==> src/rtl/chave_pkg.sv <==
// Shared types and constants for the Chave switch-bank conditioning path.
// State encoding for the debounce FSM and the recognised switch codes with
// the digit each one selects on the display multiplexer.
package chave_pkg;

    typedef enum logic [0:0] {
        ESTAVEL  = 1'b0,
        CONTANDO = 1'b1
    } chave_estado_t;

    localparam logic [3:0] CHAVE_COD_3 = 4'b0100;
    localparam logic [3:0] CHAVE_COD_4 = 4'b1100;
    localparam logic [3:0] CHAVE_DIG_3 = 4'd3;
    localparam logic [3:0] CHAVE_DIG_4 = 4'd4;

    typedef struct packed {
        logic [3:0] digito;
        logic       valido;
    } chave_dec_t;

    // Maps a stable switch code to its display digit; unknown codes give 0/invalid.
    function automatic chave_dec_t chave_decode(input logic [3:0] cod);
        chave_dec_t dec;
        dec.digito = 4'd0;
        dec.valido = 1'b0;
        case (cod)
            CHAVE_COD_3: begin
                dec.digito = CHAVE_DIG_3;
                dec.valido = 1'b1;
            end
            CHAVE_COD_4: begin
                dec.digito = CHAVE_DIG_4;
                dec.valido = 1'b1;
            end
            default: begin
                dec.digito = 4'd0;
                dec.valido = 1'b0;
            end
        endcase
        return dec;
    endfunction

endpackage

==> src/rtl/chave_debounce_sync_2ff.sv <==
// sync_2ff: two-flop synchroniser for asynchronous level inputs.
// Width is a parameter so other raw inputs can share this block later.
module sync_2ff #(
    parameter int W = 1
) (
    input  logic         i_clock,
    input  logic         i_reset_n,
    input  logic [W-1:0] i_d,
    output logic [W-1:0] o_q
);

    logic [W-1:0] r_meta;
    logic [W-1:0] r_sync;

    // Two back-to-back captures to let metastability settle before use.
    always_ff @(posedge i_clock or negedge i_reset_n) begin
        if (!i_reset_n) begin
            r_meta <= '0;
            r_sync <= '0;
        end else begin
            r_meta <= i_d;
            r_sync <= r_meta;
        end
    end

    assign o_q = r_sync;

endmodule

==> src/rtl/chave_debounce.sv <==
// chave_debounce: synchronises the 4-bit Chave switch bank, rejects contact
// bounce with a stability counter and presents a committed code plus its
// decoded digit to the display multiplexer.
// Optional feature macro: CHAVE_MUDOU_PULSE_EN enables the one-cycle `mudou`
// change pulse; without it `mudou` is tied low and has no register.
//
// state    | meaning
// ESTAVEL  | sampled code equals committed code, nothing pending
// CONTANDO | a different code is being timed for DEBOUNCE_CYCLES edges
module chave_debounce
    import chave_pkg::*;
#(
    parameter int DEBOUNCE_CYCLES = 50000,
    parameter int CNT_W           = 16
) (
    input  logic       clock,
    input  logic       reset_n,
    input  logic [3:0] Chave,
    output logic [3:0] chave_estavel,
    output logic [3:0] digito_bcd,
    output logic       valido,
    output logic       mudou
);

    // Last count value before commit; the counter is cleared on commit so it never wraps.
    localparam logic [CNT_W-1:0] CNT_FIM = CNT_W'(DEBOUNCE_CYCLES - 1);

    logic [3:0]       w_amostra;
    chave_dec_t       w_dec;

    chave_estado_t    r_estado;
    logic [3:0]       r_candidato;
    logic [CNT_W-1:0] r_cnt;
    logic [3:0]       r_estavel;
    logic [3:0]       r_digito;
    logic             r_valido;

    sync_2ff #(
        .W(4)
    ) u_sync (
        .i_clock  (clock),
        .i_reset_n(reset_n),
        .i_d      (Chave),
        .o_q      (w_amostra)
    );

    // Decode the candidate so the digit lands in the same edge as the code.
    assign w_dec = chave_decode(r_candidato);

    // Debounce FSM with counter and registered decode outputs.
    always_ff @(posedge clock or negedge reset_n) begin
        if (!reset_n) begin
            r_estado    <= ESTAVEL;
            r_candidato <= '0;
            r_cnt       <= '0;
            r_estavel   <= '0;
            r_digito    <= '0;
            r_valido    <= 1'b0;
        end else begin
            case (r_estado)
                ESTAVEL: begin
                    if (w_amostra != r_estavel) begin
                        r_candidato <= w_amostra;
                        r_cnt       <= '0;
                        r_estado    <= CONTANDO;
                    end
                end
                CONTANDO: begin
                    if (w_amostra == r_estavel) begin
                        r_estado <= ESTAVEL;
                        r_cnt    <= '0;
                    end else if (w_amostra != r_candidato) begin
                        r_candidato <= w_amostra;
                        r_cnt       <= '0;
                    end else if (r_cnt == CNT_FIM) begin
                        r_estavel <= r_candidato;
                        r_digito  <= w_dec.digito;
                        r_valido  <= w_dec.valido;
                        r_estado  <= ESTAVEL;
                        r_cnt     <= '0;
                    end else begin
                        r_cnt <= r_cnt + CNT_W'(1);
                    end
                end
                default: begin
                    r_estado <= ESTAVEL;
                    r_cnt    <= '0;
                end
            endcase
        end
    end

    assign chave_estavel = r_estavel;
    assign digito_bcd    = r_digito;
    assign valido        = r_valido;

`ifdef CHAVE_MUDOU_PULSE_EN
    logic w_commit;
    logic r_mudou;

    // Same condition that moves the candidate into the committed code.
    assign w_commit = (r_estado == CONTANDO) && (w_amostra != r_estavel) &&
                      (w_amostra == r_candidato) && (r_cnt == CNT_FIM);

    // One-cycle pulse aligned with the new committed code.
    always_ff @(posedge clock or negedge reset_n) begin
        if (!reset_n) begin
            r_mudou <= 1'b0;
        end else begin
            r_mudou <= w_commit;
        end
    end

    assign mudou = r_mudou;
`else
    assign mudou = 1'b0;
`endif

endmodule

==> config.mk <==
export PLATFORM = sky130hd
export DESIGN_NAME = chave_debounce
export DESIGN_NICKNAME = d
export VERILOG_FILES = /design/src/rtl/chave_pkg.sv /design/src/rtl/chave_debounce_sync_2ff.sv /design/src/rtl/chave_debounce.sv
export SDC_FILE = /design/constraint.sdc
export NUM_CORES = 1
export LEC_CHECK = 0
export BUFFER_PORTS_ARGS = -buffer_cell sky130_fd_sc_hd__buf_2
export CORE_MARGIN = 5
export CORE_UTILIZATION = 52
export DETAILED_ROUTE_END_ITERATION = 12
export PLACE_DENSITY = 0.76
export SKIP_LAST_GASP = 1
export SLEW_MARGIN = 20
export SYNTH_ARGS = -nofsm -noshare
export SYNTH_HDL_FRONTEND = slang
export SYNTH_SLANG_ARGS = --single-unit
==> constraint.sdc <==
create_clock -name clock -period 1.9 [get_ports clock]
set_input_delay 0.19 -clock clock [delete_from_list [all_inputs] [get_ports clock]]
set_output_delay 0.19 -clock clock [all_outputs]
set_load 0.005 [all_outputs]
==> results by group <==
Timing
  • Fmax: 0.511 GHz
  • Slew Limit Fails: 0
  • Minimum clock period: 1.96 ns
  • Final worst setup slack: -0.0574 ns
  • RSZ-0062 raised after global routing: yes
  • Tightest Pin Transition: between 0.7 and 0.8 ns
  • Setup Skew: 0.00821 ns
  • Final Hold Fails: 0
  • Period utilization: 103%
  • Setup violators final: 9
  • Slew Limit Headroom: 47.4%

Setup path
  • WP data required: around 2.1 ns
  • Critical-path cell list: and2b_1 > a2111o_1 > nor3b_4 > and2b_4 > mux2_4
  • Critical Path Slowest Stage Cell: a2111o_1
  • Worst r2r dst: chave_estavel[1]
  • Crit-path max FO: 7
  • Largest stage delay on the critical path: ~0.40 ns
  • Reg2Reg Setup Slack: -0.06 ns
  • WP data arrival: between 2 and 2.5 ns
  • Worst setup SP type: register
  • FF-to-FF path depth: 5
  • CP endpoint kind: register
  • R2r startpoint: r_candidato[1]
  • Setup Crit Path Kind: register to register

Final layout
  • Sequential Area: ~900 um^2
  • Antenna diode count: 0
  • Area Growth Syn to Fin: 22.6%
  • Layout cells sized above 1: 29.4%
  • Area of the multi-input gates: 796 um^2
  • Post-route cell area: 2130 um^2
  • Fillers: 246
  • Nets: ~210

Synth
  • Post-synthesis compound-gate area fraction: between 10% and 20%
  • Yosys cell types: 39
  • Top-count cell post-synth: dfrtp_1
  • Area leader, netlist: dfrtp_1
  • Synth Area in Adders: less than 1%
  • Synth top area cells: dfrtp_1 52%, mux2_2 5.8%, nand3_1 4.3%
  • Syn Area/Cell: roughly 11 um^2
  • Post-synthesis sequential area ratio: slightly above 50%
  • Simple-gate area share of the yosys netlist: approximately a fifth
  • Cells after Synth: ~160
  • Post-synth EDFFs: 0
  • Post-synth top area share: 51.8%
  • Main synth FF type: dfrtp_1
  • Warnings, synthesis: 0
  • Post-Synth XOR/XNOR Area: under 10%
  • Async S/R FF share, synth: 100%
  • Seq cells post-synth: 36
  • Synth cell count leaders: 36 x dfrtp_1, 15 x nand3_1, 12 x nand2_1
  • Synthesized area: 1740 um^2
  • Post-synthesis mux area share: approximately 6.4%
  • Largest family of logic cells by synthesized area: simple AND/OR/NAND/NOR gates

Placed design
  • DP HPWL: ~2400 um
  • Pre-CTS setup slack: -0.0168 ns
  • Final GP Congestion: 0.873
  • Placed Area: approximately 1900 um^2
  • IO buf count: 13

Routing
  • DR pass1 iterations: 6
  • Via count: 1482
  • DR WL/cell: ~16 um
  • Drc violations: 0
  • Post-route ant nets: 0
  • Routed WL: 4040 um
  • Routed vias/inst: 6.00
  • Initial DRC count: 110

Min path
  • Worst Hold End: u_sync.o_q[3]
  • Hold Path Depth: 0
  • HP Class: register to register
  • HP Start: u_sync.r_meta[3]

Clocking
  • Clk sinks: 36
  • Total CTS buffers: 5
  • TritonCTS clock tree: built
  • Clk buf depth: 2
  • Clock-pin slew on the worst setup and hold paths: ~0.11 ns
  • Worst skew pair latency: 0.34 ns
  • CTS root buffer: clkbuf_4
  • H-tree lvl count: 2

Power and ir drop
  • Power after layout: between 0.001 and 0.0015 W
  • Power Density: 640 nW/um^2
  • Worst IR Drop VDD: about 0.40 mV
  • Leakage dissipation: 0.982 nW

Floorplanning
  • Core Area: roughly 3300 um^2
  • DIE WIDTH: between 60 and 70 um
  • Die area: about 4600 um^2
  • Die Span Y: 67.9 um
  • I/O pin cnt: 16
  • Initial core utilization: a little over half
  • # rows: 21

Run status
  • Status: finished with violations
  • Failing checks: setup timing

GRT
  • Number of global-route vias before repair: 1310
  • Initial antenna violation count: 0
  • Gr usage total: between 15 and 20%
  • Global route total overflow: 0
  • First-pass GRT wire length: approximately 6000 um
  • Largest net degree at the start of global routing: 37

Job
  • Max Cap Viol: 0
==> worst max path at each step <==
stage,start,end,slack [ns],depth (start not counted)
after global routing,r_candidato[1],chave_estavel[1],-0.14,5
after floorplan,u_sync.o_q[0],chave_estavel[0],0.06,6
after CTS,u_sync.o_q[2],r_cnt[15],0.02,6
after detailed placement,u_sync.o_q[2],chave_estavel[1],-0.02,5
final,r_candidato[1],chave_estavel[1],-0.06,5
after global placement,u_sync.o_q[2],digito_bcd[1],0.05,5
==> per-stage QoR <==
stage / util [%] / std cells / hold WS (ns) / TNS, ns
finish: 65.0 / 247 / 0.359 / -0.325
global route: 65.0 / 247 / 0.368 / -1.97
CTS: 61.2 / 241 / 0.368 / 0
detailed placement: 57.9 / 228 / 0.300 / -0.0511
global placement: 57.9 / 228 / 0.298 / 0
floorplan: - / 164 / -0.106 / 0
==> critical path, delay by kind of cell, from the launching register on <==
family          cells  cell delay [ns]
simple gates        3             0.76
flops               1             0.38
mux                 1             0.32
compound gates      1             0.40
==> area by class of cell <==
cell class,count,share of cell area (%)
Inverter,5,0.879
Sequential cell,36,42.2
Timing Repair Buffer,39,14.3
Clock buffer,5,1.76
Clock inverter,3,0.879
Multi-Input combinational cell,113,37.3
Tap cell,46,2.70
==> state kept, by name, summed over array words and instances (netlist names) <==
signal / count
r_estado: 1
r_cnt: 16
chave_estavel: 4
valido: 1
digito_bcd: 2
r_candidato: 4
u_sync.o_q: 4
u_sync.r_meta: 4
==> routing by layer <==
layer  share of wire [%]  wire length, um  global-route usage (%)
met5                   0                0                       0
met4                 3.5              142                    8.44
met3                 8.5              345                    4.93
met2                  50             2000                    29.6
met1                  38             1550                    21.3
==> what timing repair did <==
action                                  4_1_cts  5_1_grt
hold buffers                                  5        0
endpoints found under the setup margin        6       20
hold endpoints to repair                     40        0
pin swaps                                     0        3
buffers inserted                              0        4
gates cloned                                  0        2
resized for setup                             1       18
==> kinds of logic (layout without fill, tap and decap cells) <==
group	Yosys count	after routing
AO/OA/AOI/OAI	32	32
XOR/XNOR	8	8
adder cells (fa/ha/maj)	1	1
buffers and inverters	15	52
flip-flops	36	36
multiplexers	10	10
other	1	2
AND/OR/NAND/NOR	60	60
==> cells in the final DEF (no fill, tap or decap), types with 2 or more instances in the layout <==
cell | netlist | layout
mux2_4 | 0 | 6
xnor2_1 | 5 | 4
inv_1 | 5 | 5
xor2_1 | 3 | 3
dlygate4sd3_1 | 0 | 5
nor3b_1 | 2 | 2
a22o_1 | 4 | 4
dfrtp_1 | 36 | 36
buf_6 | 1 | 2
mux2_2 | 9 | 3
buf_4 | 4 | 17
nor3_1 | 2 | 2
and2_1 | 3 | 2
nand4_1 | 5 | 5
a31oi_1 | 11 | 11
nor2_1 | 7 | 6
nand2_1 | 12 | 12
conb_1 | 1 | 2
buf_2 | 1 | 13
clkbuf_4 | 0 | 5
o21ai_0 | 7 | 7
nand3_1 | 15 | 15
and3_1 | 4 | 4
and4_1 | 2 | 2
nor2b_1 | 2 | 2
clkinv_2 | 0 | 2
a41oi_1 | 3 | 3
==> where the power goes <==
group	total [W]	internal, W	switching (W)
Clock	0.000406	0.000142	0.000264
Sequential	0.000796	0.000785	0.0000111
Combinational	0.000163	0.0000811	0.0000823
Note: power is estimated with default switching activity, not from simulation.
